File: config.mk
export PLATFORM = sky130hd
export DESIGN_NAME = spi_cmd_queue
export DESIGN_NICKNAME = d
export VERILOG_FILES = /design/src/rtl/spi_cmd_queue.sv
export SDC_FILE = /design/constraint.sdc
export NUM_CORES = 1
export LEC_CHECK = 0
export BUFFER_PORTS_ARGS = -buffer_cell sky130_fd_sc_hd__buf_2
export CAP_MARGIN = 10
export CELL_PAD_IN_SITES_DETAIL_PLACEMENT = 0
export CELL_PAD_IN_SITES_GLOBAL_PLACEMENT = 2
export CORE_MARGIN = 2
export CORE_UTILIZATION = 37
export DETAILED_ROUTE_END_ITERATION = 12
export GPL_ROUTABILITY_DRIVEN = 0
export PLACE_DENSITY_LB_ADDON = 0.2
export SYNTH_ARGS = -nofsm -noshare
export SYNTH_HDL_FRONTEND = slang
export SYNTH_SLANG_ARGS = --single-unit
File: constraint.sdc
create_clock -name clk -period 3.16 [get_ports clk]
set_clock_uncertainty 0.05 [all_clocks]
set_input_delay 0.316 -clock clk [delete_from_list [all_inputs] [get_ports clk]]
set_output_delay 0.316 -clock clk [all_outputs]
set_load 0.01 [all_outputs]
File: src/rtl/spi_cmd_queue.sv
// Command queue in front of an SPI master: buffers 40-bit frames, launches them one at a
// time with a minimum idle gap, returns each received byte and aborts hung transfers.
module spi_cmd_queue #(
  parameter int DEPTH   = 4,
  parameter int GAP_CYC = 4,
  parameter int TIMEOUT = 4096
) (
  input  logic                       clk,
  input  logic                       rst,
  input  logic [39:0]                cmd_data,
  input  logic                       cmd_valid,
  output logic                       cmd_ready,
  output logic                       spi_start,
  output logic [39:0]                spi_data_in,
  input  logic                       spi_busy,
  input  logic                       spi_new_data,
  input  logic [7:0]                 spi_data_out,
  output logic [7:0]                 rsp_data,
  output logic                       rsp_valid,
  output logic [$clog2(DEPTH):0]     level,
  output logic                       idle,
  output logic                       err_timeout
);

  localparam int AW = $clog2(DEPTH);
  localparam int LW = AW + 1;
  localparam logic [LW-1:0] FULL_LVL = LW'(DEPTH);
  localparam logic [15:0]   TO_LAST  = 16'(TIMEOUT - 1);
  localparam logic [15:0]   GAP_LAST = 16'((GAP_CYC > 0) ? GAP_CYC - 1 : 0);

  typedef enum logic [2:0] {
    S_IDLE, S_LAUNCH, S_WAIT_BUSY, S_WAIT_DONE, S_GAP
  } state_t;

  state_t        state;
  logic [39:0]   mem [DEPTH];
  logic [AW-1:0] wr_ptr;
  logic [AW-1:0] rd_ptr;
  logic [15:0]   cnt;
  logic          push;
  logic          pop;
  logic          done;
  logic          wd_abort;
  logic          busy_abort;

  assign cmd_ready  = rst && (level != FULL_LVL);
  assign push       = cmd_valid && cmd_ready;
  assign done       = (state == S_WAIT_DONE) && spi_new_data;
  assign wd_abort   = (state == S_WAIT_DONE) && !spi_new_data && (cnt == TO_LAST);
  // Master never raised busy within two cycles of the start pulse.
  assign busy_abort = (state == S_WAIT_BUSY) && !spi_busy && (cnt == 16'd1);
  assign pop        = done || wd_abort || busy_abort;
  assign idle       = (level == '0) && (state == S_IDLE);

  always_ff @(posedge clk) begin
    if (push) mem[wr_ptr] <= cmd_data;
  end

  always_ff @(posedge clk) begin
    if (!rst) begin
      state       <= S_IDLE;
      wr_ptr      <= '0;
      rd_ptr      <= '0;
      level       <= '0;
      cnt         <= '0;
      spi_start   <= 1'b0;
      spi_data_in <= '0;
      rsp_data    <= '0;
      rsp_valid   <= 1'b0;
      err_timeout <= 1'b0;
    end else begin
      if (push) wr_ptr <= wr_ptr + 1'b1;
      if (pop)  rd_ptr <= rd_ptr + 1'b1;
      case ({push, pop})
        2'b10:   level <= level + 1'b1;
        2'b01:   level <= level - 1'b1;
        default: level <= level;
      endcase

      spi_start <= 1'b0;
      rsp_valid <= 1'b0;

      case (state)
        S_IDLE: begin
          // Head is latched here and held until the next launch.
          if ((level != '0) && !spi_busy) begin
            spi_data_in <= mem[rd_ptr];
            spi_start   <= 1'b1;
            state       <= S_LAUNCH;
          end
        end
        S_LAUNCH: begin
          cnt   <= '0;
          state <= S_WAIT_BUSY;
        end
        S_WAIT_BUSY: begin
          if (spi_busy) begin
            cnt   <= '0;
            state <= S_WAIT_DONE;
          end else if (busy_abort) begin
            err_timeout <= 1'b1;
            cnt         <= '0;
            state       <= S_GAP;
          end else begin
            cnt <= cnt + 1'b1;
          end
        end
        S_WAIT_DONE: begin
          if (done) begin
            rsp_data  <= spi_data_out;
            rsp_valid <= 1'b1;
            cnt       <= '0;
            state     <= S_GAP;
          end else if (wd_abort) begin
            err_timeout <= 1'b1;
            cnt         <= '0;
            state       <= S_GAP;
          end else begin
            cnt <= cnt + 1'b1;
          end
        end
        S_GAP: begin
          if (cnt >= GAP_LAST) state <= S_IDLE;
          else                 cnt   <= cnt + 1'b1;
        end
        default: state <= S_IDLE;
      endcase
    end
  end

endmodule

== Word-level counts from Yosys, hierarchy flattened ==
Memory sizes are Yosys's and may differ from the RTL's. A register that Yosys moved wholly into a read port is not among the register bits.
Cells that the tools add are included.

* $add $sub $neg: 5
* Multiply operators: 0
* Divide/modulo/power cells: 0
* Magnitude comparators: 1
* Equal/unequal tests: 18
* Shifts and indexed selects: 0
* Mux-type cells: 23
* Bitwise logic cells: 0
* Reductions and logical operators: 27

{| class="wikitable"
|+ Operators by type and width
! kind !! count
|-
| $mux W16 || 5
|-
| $pmux W16 S4 || 1
|-
| $mux W3 || 6
|-
| $add A16 B1 Y16 const B || 1
|-
| $eq A16 B1 Y1 const B || 1
|-
| $eq A16 B12 Y1 const B || 1
|-
| $ge A16 B2 Y1 const B || 1
|-
| $pmux W3 S5 || 1
|-
| $ne A2 B2 Y1 const B || 6
|-
| $reduce_and A2 Y1 || 5
|-
| $logic_and A1 B1 Y1 || 9
|-
| $ne A3 B3 Y1 const B || 3
|-
| $mux W1 || 8
|-
| $eq A3 B2 Y1 const B || 2
|-
| $logic_not A3 Y1 || 2
|-
| $pmux W3 S2 || 1
|-
| $reduce_and A5 Y1 || 1
|-
| $add A2 B1 Y2 const B || 2
|-
| $reduce_and A4 Y1 || 1
|-
| $reduce_bool A2 Y1 || 2
|-
| $reduce_bool A4 Y1 || 1
|-
| $add A3 B1 Y3 const B || 1
|-
| $eq A3 B1 Y1 const B || 1
|-
| $eq A3 B3 Y1 const B || 1
|-
| other kinds (8) || 11
|}

* Register bits: 37
* Bits in latches: 0
* RAM bits: 160
* Memory bits (read-only): 0
* Input port bits: 53
* Output and inout port bits: 56
* Logic and storage cells: 84
* Memories kept: 1

{| class="wikitable"
|+ Memories
! memory !! depth !! width !! read ports !! clocked after memory_dff !! wr ports !! RTL line !! RTL
|-
| mem || 4 || 40 || 1 || 1 || 1 || 36 || <nowiki>logic [39:0] mem [DEPTH];</nowiki>
|}

== Logic depth before layout (Yosys ltp) ==
* Depth after elaboration: 7
* Gate-level depth with buffers: 12
* Mapped depth without buffers: 12

== Least setup slack after synthesis ==
Ideal clock, no wire load.

* Kind: reg-to-reg
* Start: register state[2]
* End: register level[2]
* Library setup time: 0.070 ns
* Arrival: 2.890 ns
* Path slack: 0.149 ns
* Cell stages (with the launch flop): 12
* Buffers on the path: 1
* Cell sequence: dfxtp_1 -> buf_4 -> or4b_2 -> nor4b_1 -> nor2_1 -> o21ai_0 -> ha_1 -> inv_1 -> fa_1 -> xor2_1 -> or3_1 -> a21oi_1

* Longest elaborated chain between the ends: 7
* Elaborated cells on any way between the ends: 13
* Classes of those cells: eq/ne: 4; mux: 1; reduce/logical: 8

{| class="wikitable"
|+ Ends and longest elaborated chain
! item !! RTL line !! RTL
|-
| start, declared || 35 || <nowiki>state_t state;</nowiki>
|-
| start signal, assigned || 61 || <nowiki>state <= S_IDLE;</nowiki>
|-
| start signal, assigned || 89 || <nowiki>state <= S_LAUNCH;</nowiki>
|-
| start signal, assigned || 94 || <nowiki>state <= S_WAIT_BUSY;</nowiki>
|-
| $eq A3 B2 Y1 || 48, 49 ||
|-
| $logic_and A1 B1 Y1 (2 in a row) || 49 || <nowiki>assign wd_abort = (state == S_WAIT_DONE) && !spi_new_data && (cnt == TO_LAST);</nowiki>
|-
| $logic_or A1 B1 Y1 || 52 || <nowiki>assign pop = done || wd_abort || busy_abort;</nowiki>
|-
| $logic_or A1 B1 Y1 * || 52 ||
|-
| named net pop || 41 || <nowiki>logic pop;</nowiki>
|-
| $eq A2 B1 Y1 / $eq A2 B2 Y1 (equally long branches) || 74 || <nowiki>case ({push, pop})</nowiki>
|-
| $pmux W3 S2 / $reduce_bool A2 Y1 (equally long branches) || - ||
|-
| end signal, assigned || 75 || <nowiki>2'b10: level <= level + 1'b1;</nowiki>
|-
| end signal, assigned || 76 || <nowiki>2'b01: level <= level - 1'b1;</nowiki>
|-
| end signal, assigned || 77 || <nowiki>default: level <= level;</nowiki>
|-
| end, declared || 20 || <nowiki>output logic [$clog2(DEPTH):0] level,</nowiki>
|}

Mark *: on every way through the listed nets, which the timed path passes. The rest lies on a longest branch.
A chain may end at the register's enable or synchronous reset.

== Worst setup path after layout ==
* Start: register state[0]
* End: register level[2]

Same word-level chain as after synthesis.

==> summary.md <==
| Metric | Value |
|---|---|
| Number of warnings reported in the yosys synthesis log | 0 |
| Average routed wire per standard cell | 17.8 um |
| Worst R2R Start | state[0]$_SDFFE_PN0P_ |
| Layout cell share with drive strength beyond 1 | 28.8% |
| Avg Synthesized Cell Area | 14.8 um2 |
| Hold EP | rsp_data[6]$_SDFFE_PN0P_ |
| Run status | complete, no violations |
| Number of levels the H-tree was split into | 1 |
| Worst setup slack before clock tree synthesis | -0.133 ns |
| Netlist area before placement | 8970 um2 |
| Worst Hold Path Cells | 3 |
| EDFF count, synth | 160 |
| Finished Core Util | 47.8% |
| Count of TritonRoute iterations in the first routing pass | 4 |
| Setup CP Type | register to register |
| Total DRC errors in the routed layout | 0 |
| Clock-pin slew on the worst setup and hold paths | 0.06 ns |
| Share of the clock period used by the worst path | 94.2% |
| Asr flop ratio synth | 0% |
| Launching element type of the critical path | register |
| Die area | 25,500 um2 |
| Setup repair after global routing missed its margin | no |
| Endpoint of the most critical register-to-register path | level[2]$_SDFFE_PN0P_ |
| Leak Pwr | 3.97 nW |
| Top_reg_cell synth | sky130_fd_sc_hd__edfxtp_1 |
| CP delay by family, top | simple AND/OR/NAND/NOR gates |
| Post-synthesis sequential area ratio | 70.8% |
| Number of I/O pins | 109 |
| Library cell used as clock root buffer | sky130_fd_sc_hd__clkbuf_16 |
| Via total after detailed routing | 5,495 |
| HPWL after detailed placement | 12.1 mm |
| Crit path max-delay cell type | sky130_fd_sc_hd__or4b_2 |
| Count of antenna-violating nets left after detailed routing | 0 |
| Global-route wire length before repair | 31.0 mm |
| Series of cell instances along the critical path | or4b_2 > nor4b_2 > nor2_1 > o21ai_1 > ha_1 > inv_1 > fa_1 > xor2_1 > or3_1 > a21oi_1 |
| Total GRT Usage | 15.4% |
| Biggest cell delay along the critical path | 0.69 ns |
| Initial core utilization | 38.0% |
| Netlist cell types | 44 |
| Clock tree from TritonCTS | built |
| Slew at the pin with the worst max-slew slack | 0.763 ns |
| Worst setup EP type | register |
| Required time of the worst setup path | 3.55 ns |
| Post-detailed-route via-to-cell ratio | 4.91 |
| Vias in the first global route | 5,673 |
| Fin crit period | 2.98 ns |
| Number of nets in the layout | 845 |
| Worst path setup slack after routing | 0.183 ns |
| Die width | 160 um |
| Number of violations of the max-capacitance limit | 0 |
| Max-slew violations | 0 |
| Arrival time worst endpoint | 3.36 ns |
| Largest net degree at the start of global routing | 60 |
| Worst min path class | input pin to register |
| Routed Wire Length | 19.9 mm |
| Starting DRC count in detailed routing | 248 |
| Worst IR Drop VDD | 0.490 mV |
| Net count after synthesis | 666 |
| Die boundary height | 160 um |
| Final-report hold violation count | 0 |
| Launch instance of the worst min-delay path | spi_data_out[6] |
| Insertion delay to the later sink of the worst-skew pair | 0.52 ns |
| Max frequency | 0.336 GHz |
| Total of fill cells in the finished design | 2,106 |
| Number of buffers created by CTS | 25 |
| Depth of the worst register-to-register path | 10 |
| Count of port buffers added during placement | 108 |
| Synthesis-to-layout area growth | 26.0% |
| Number of buffers between clock root and the deepest sink | 3 |
| Total power | 6.67 mW |
| Synthesized flop and latch total | 237 |
| Number of buffer and inverter instances along the worst setup path | 1 |
| Placement Rows | 56 |
| Clock Sinks | 237 |
| Number of antenna violations at the first check in global routing | 0 |
| Worst reg2reg setup slack | 0.18 ns |
| Synthesized instance count | 604 |
| Maximum fanout encountered on the critical timing path | 2 |
| Antenna diode count | 0 |
| Setup-violating endpoint count in the final report | 0 |
| Areal power density over the cells | 590 nW/um2 |
| Area of all sequential standard cells | 6350 um2 |
| Footprint of the multi-input gates | 2480 um2 |
| Placeable Area | 23,600 um2 |
| Overflow left after global routing | 0 |
| Worst rel slew slack | 49.1% |
## logic make-up after synthesis
family / Yosys count / synth area share [%]
xor gates and xnor gates: 17 / 1.66
muxes: 41 / 10.2
buffers and inverters: 40 / 1.83
and+or+nand+nor: 191 / 9.75
AOI/OAI and AO/OA: 69 / 4.49
adders and majority gates: 9 / 1.34
DFF: 237 / 70.8
## cell type report
cell class / instances / area share (%)
Timing Repair Buffer: 182 / 11.0
Sequential cell: 237 / 56.2
Clock buffer: 34 / 6.10
Clock inverter: 11 / 0.930
Inverter: 10 / 0.332
Tap cell: 319 / 3.53
Multi-Input combinational cell: 327 / 21.9
## tightest hold or removal path: cells and delay by family
| kind | cells | cell delay, ns |
|---|---|---|
| simple gates | 1 | 0.05 |
| buf+inv | 1 | 0.10 |
| compound gates | 1 | 0.06 |
## Yosys cell counts, types with 3 or more instances
cell type	instances	area share, %
sky130_fd_sc_hd__nor3b_1	4	0.33
sky130_fd_sc_hd__nand2_1	106	4.4
sky130_fd_sc_hd__xor2_1	8	0.78
sky130_fd_sc_hd__o21a_1	3	0.25
sky130_fd_sc_hd__nand4_1	7	0.49
sky130_fd_sc_hd__ha_1	8	1.1
sky130_fd_sc_hd__edfxtp_1	160	54
sky130_fd_sc_hd__and3_1	7	0.49
sky130_fd_sc_hd__nor2_1	32	1.3
sky130_fd_sc_hd__nor4_1	5	0.35
sky130_fd_sc_hd__or4_4	3	0.38
sky130_fd_sc_hd__buf_1	5	0.21
sky130_fd_sc_hd__a31oi_1	3	0.21
sky130_fd_sc_hd__mux4_2	40	10
sky130_fd_sc_hd__inv_1	9	0.38
sky130_fd_sc_hd__o21ai_0	4	0.22
sky130_fd_sc_hd__nor3_1	7	0.39
sky130_fd_sc_hd__or3_1	3	0.21
sky130_fd_sc_hd__xnor2_1	9	0.88
sky130_fd_sc_hd__dfxtp_1	77	17
sky130_fd_sc_hd__nand3_1	5	0.28
sky130_fd_sc_hd__clkbuf_1	23	0.96
sky130_fd_sc_hd__a21oi_1	51	2.8
## registers in the layout (all words and copies together), names as in the netlist
register and flops:
state 3, cnt 16, rsp_valid 1, spi_data_in 40
err_timeout 1, wr_ptr 2, mem 160, rd_ptr 2
rsp_data 8, spi_start 1, level 3
## report_power, final
| group | switching (mW) | internal, mW | total, mW |
|---|---|---|---|
| clock network | 1.14 | 1.68 | 2.82 |
| registers | 0.0362 | 3.40 | 3.44 |
| logic | 0.228 | 0.177 | 0.405 |
## per-stage QoR
step                      TNS (ns)  area (um2)  hold WS [ns]  cells
after floorplan                  0        8970         0.365    604
after global placement     -0.0660       10000         0.390   1028
after detailed placement    -0.133       10000         0.394   1028
after CTS                        0       11300       0.00204   1120
after global routing             0       11300        0.0289   1120
final                            0       11300        0.0247   1120
## worst max path at each step
stage / from / endpoint / slack (ns) / depth (start not counted)
6_report: state[0]$_SDFFE_PN0P_ / level[2]$_SDFFE_PN0P_ / 0.18 / 10
2_1_floorplan: state[2]$_SDFFE_PN0P_ / level[2]$_SDFFE_PN0P_ / 0.15 / 11
3_5_place_dp: spi_busy / level[2]$_SDFFE_PN0P_ / -0.13 / 11
5_1_grt: state[0]$_SDFFE_PN0P_ / level[2]$_SDFFE_PN0P_ / 0.04 / 10
3_3_place_gp: spi_busy / level[2]$_SDFFE_PN0P_ / -0.07 / 11
4_1_cts: state[0]$_SDFFE_PN0P_ / level[2]$_SDFFE_PN0P_ / 0.08 / 10
## per-layer routing
metal | up-vias | part of all wire [%] | GRT usage (%)
met1 | 2753 | 43 | 19.7
met2 | 109 | 51 | 27.2
met3 | 26 | 4.4 | 2.96
met4 | 0 | 1.7 | 3.76
met5 | - | 0 | 0
li1 | 2607 | - | -
## layout by cell type (no fill, tap or decap), types with 5 or more instances in the layout
| cell type | instances |
|---|---|
| sky130_fd_sc_hd__clkinv_2 | 5 |
| sky130_fd_sc_hd__a21oi_1 | 51 |
| sky130_fd_sc_hd__nand4_1 | 7 |
| sky130_fd_sc_hd__nor3_1 | 7 |
| sky130_fd_sc_hd__xnor2_1 | 9 |
| sky130_fd_sc_hd__nand3_1 | 5 |
| sky130_fd_sc_hd__mux4_2 | 40 |
| sky130_fd_sc_hd__nand2_1 | 106 |
| sky130_fd_sc_hd__inv_1 | 9 |
| sky130_fd_sc_hd__xor2_1 | 8 |
| sky130_fd_sc_hd__clkbuf_1 | 6 |
| sky130_fd_sc_hd__edfxtp_1 | 160 |
| sky130_fd_sc_hd__buf_4 | 25 |
| sky130_fd_sc_hd__dfxtp_1 | 75 |
| sky130_fd_sc_hd__dlygate4sd3_1 | 47 |
| sky130_fd_sc_hd__ha_1 | 8 |
| sky130_fd_sc_hd__buf_2 | 108 |
| sky130_fd_sc_hd__nor2_1 | 32 |
| sky130_fd_sc_hd__and3_2 | 5 |
| sky130_fd_sc_hd__clkbuf_16 | 25 |
## timing repair
item | 4_1_cts | 5_1_grt
setup endpoints to repair | 1 | 1
endpoints found under the hold margin | 167 | 0
resized for setup | 1 | 1
setup buffers | 0 | 0
hold buffers | 47 | 0
(Power assumes the default switching activity.)
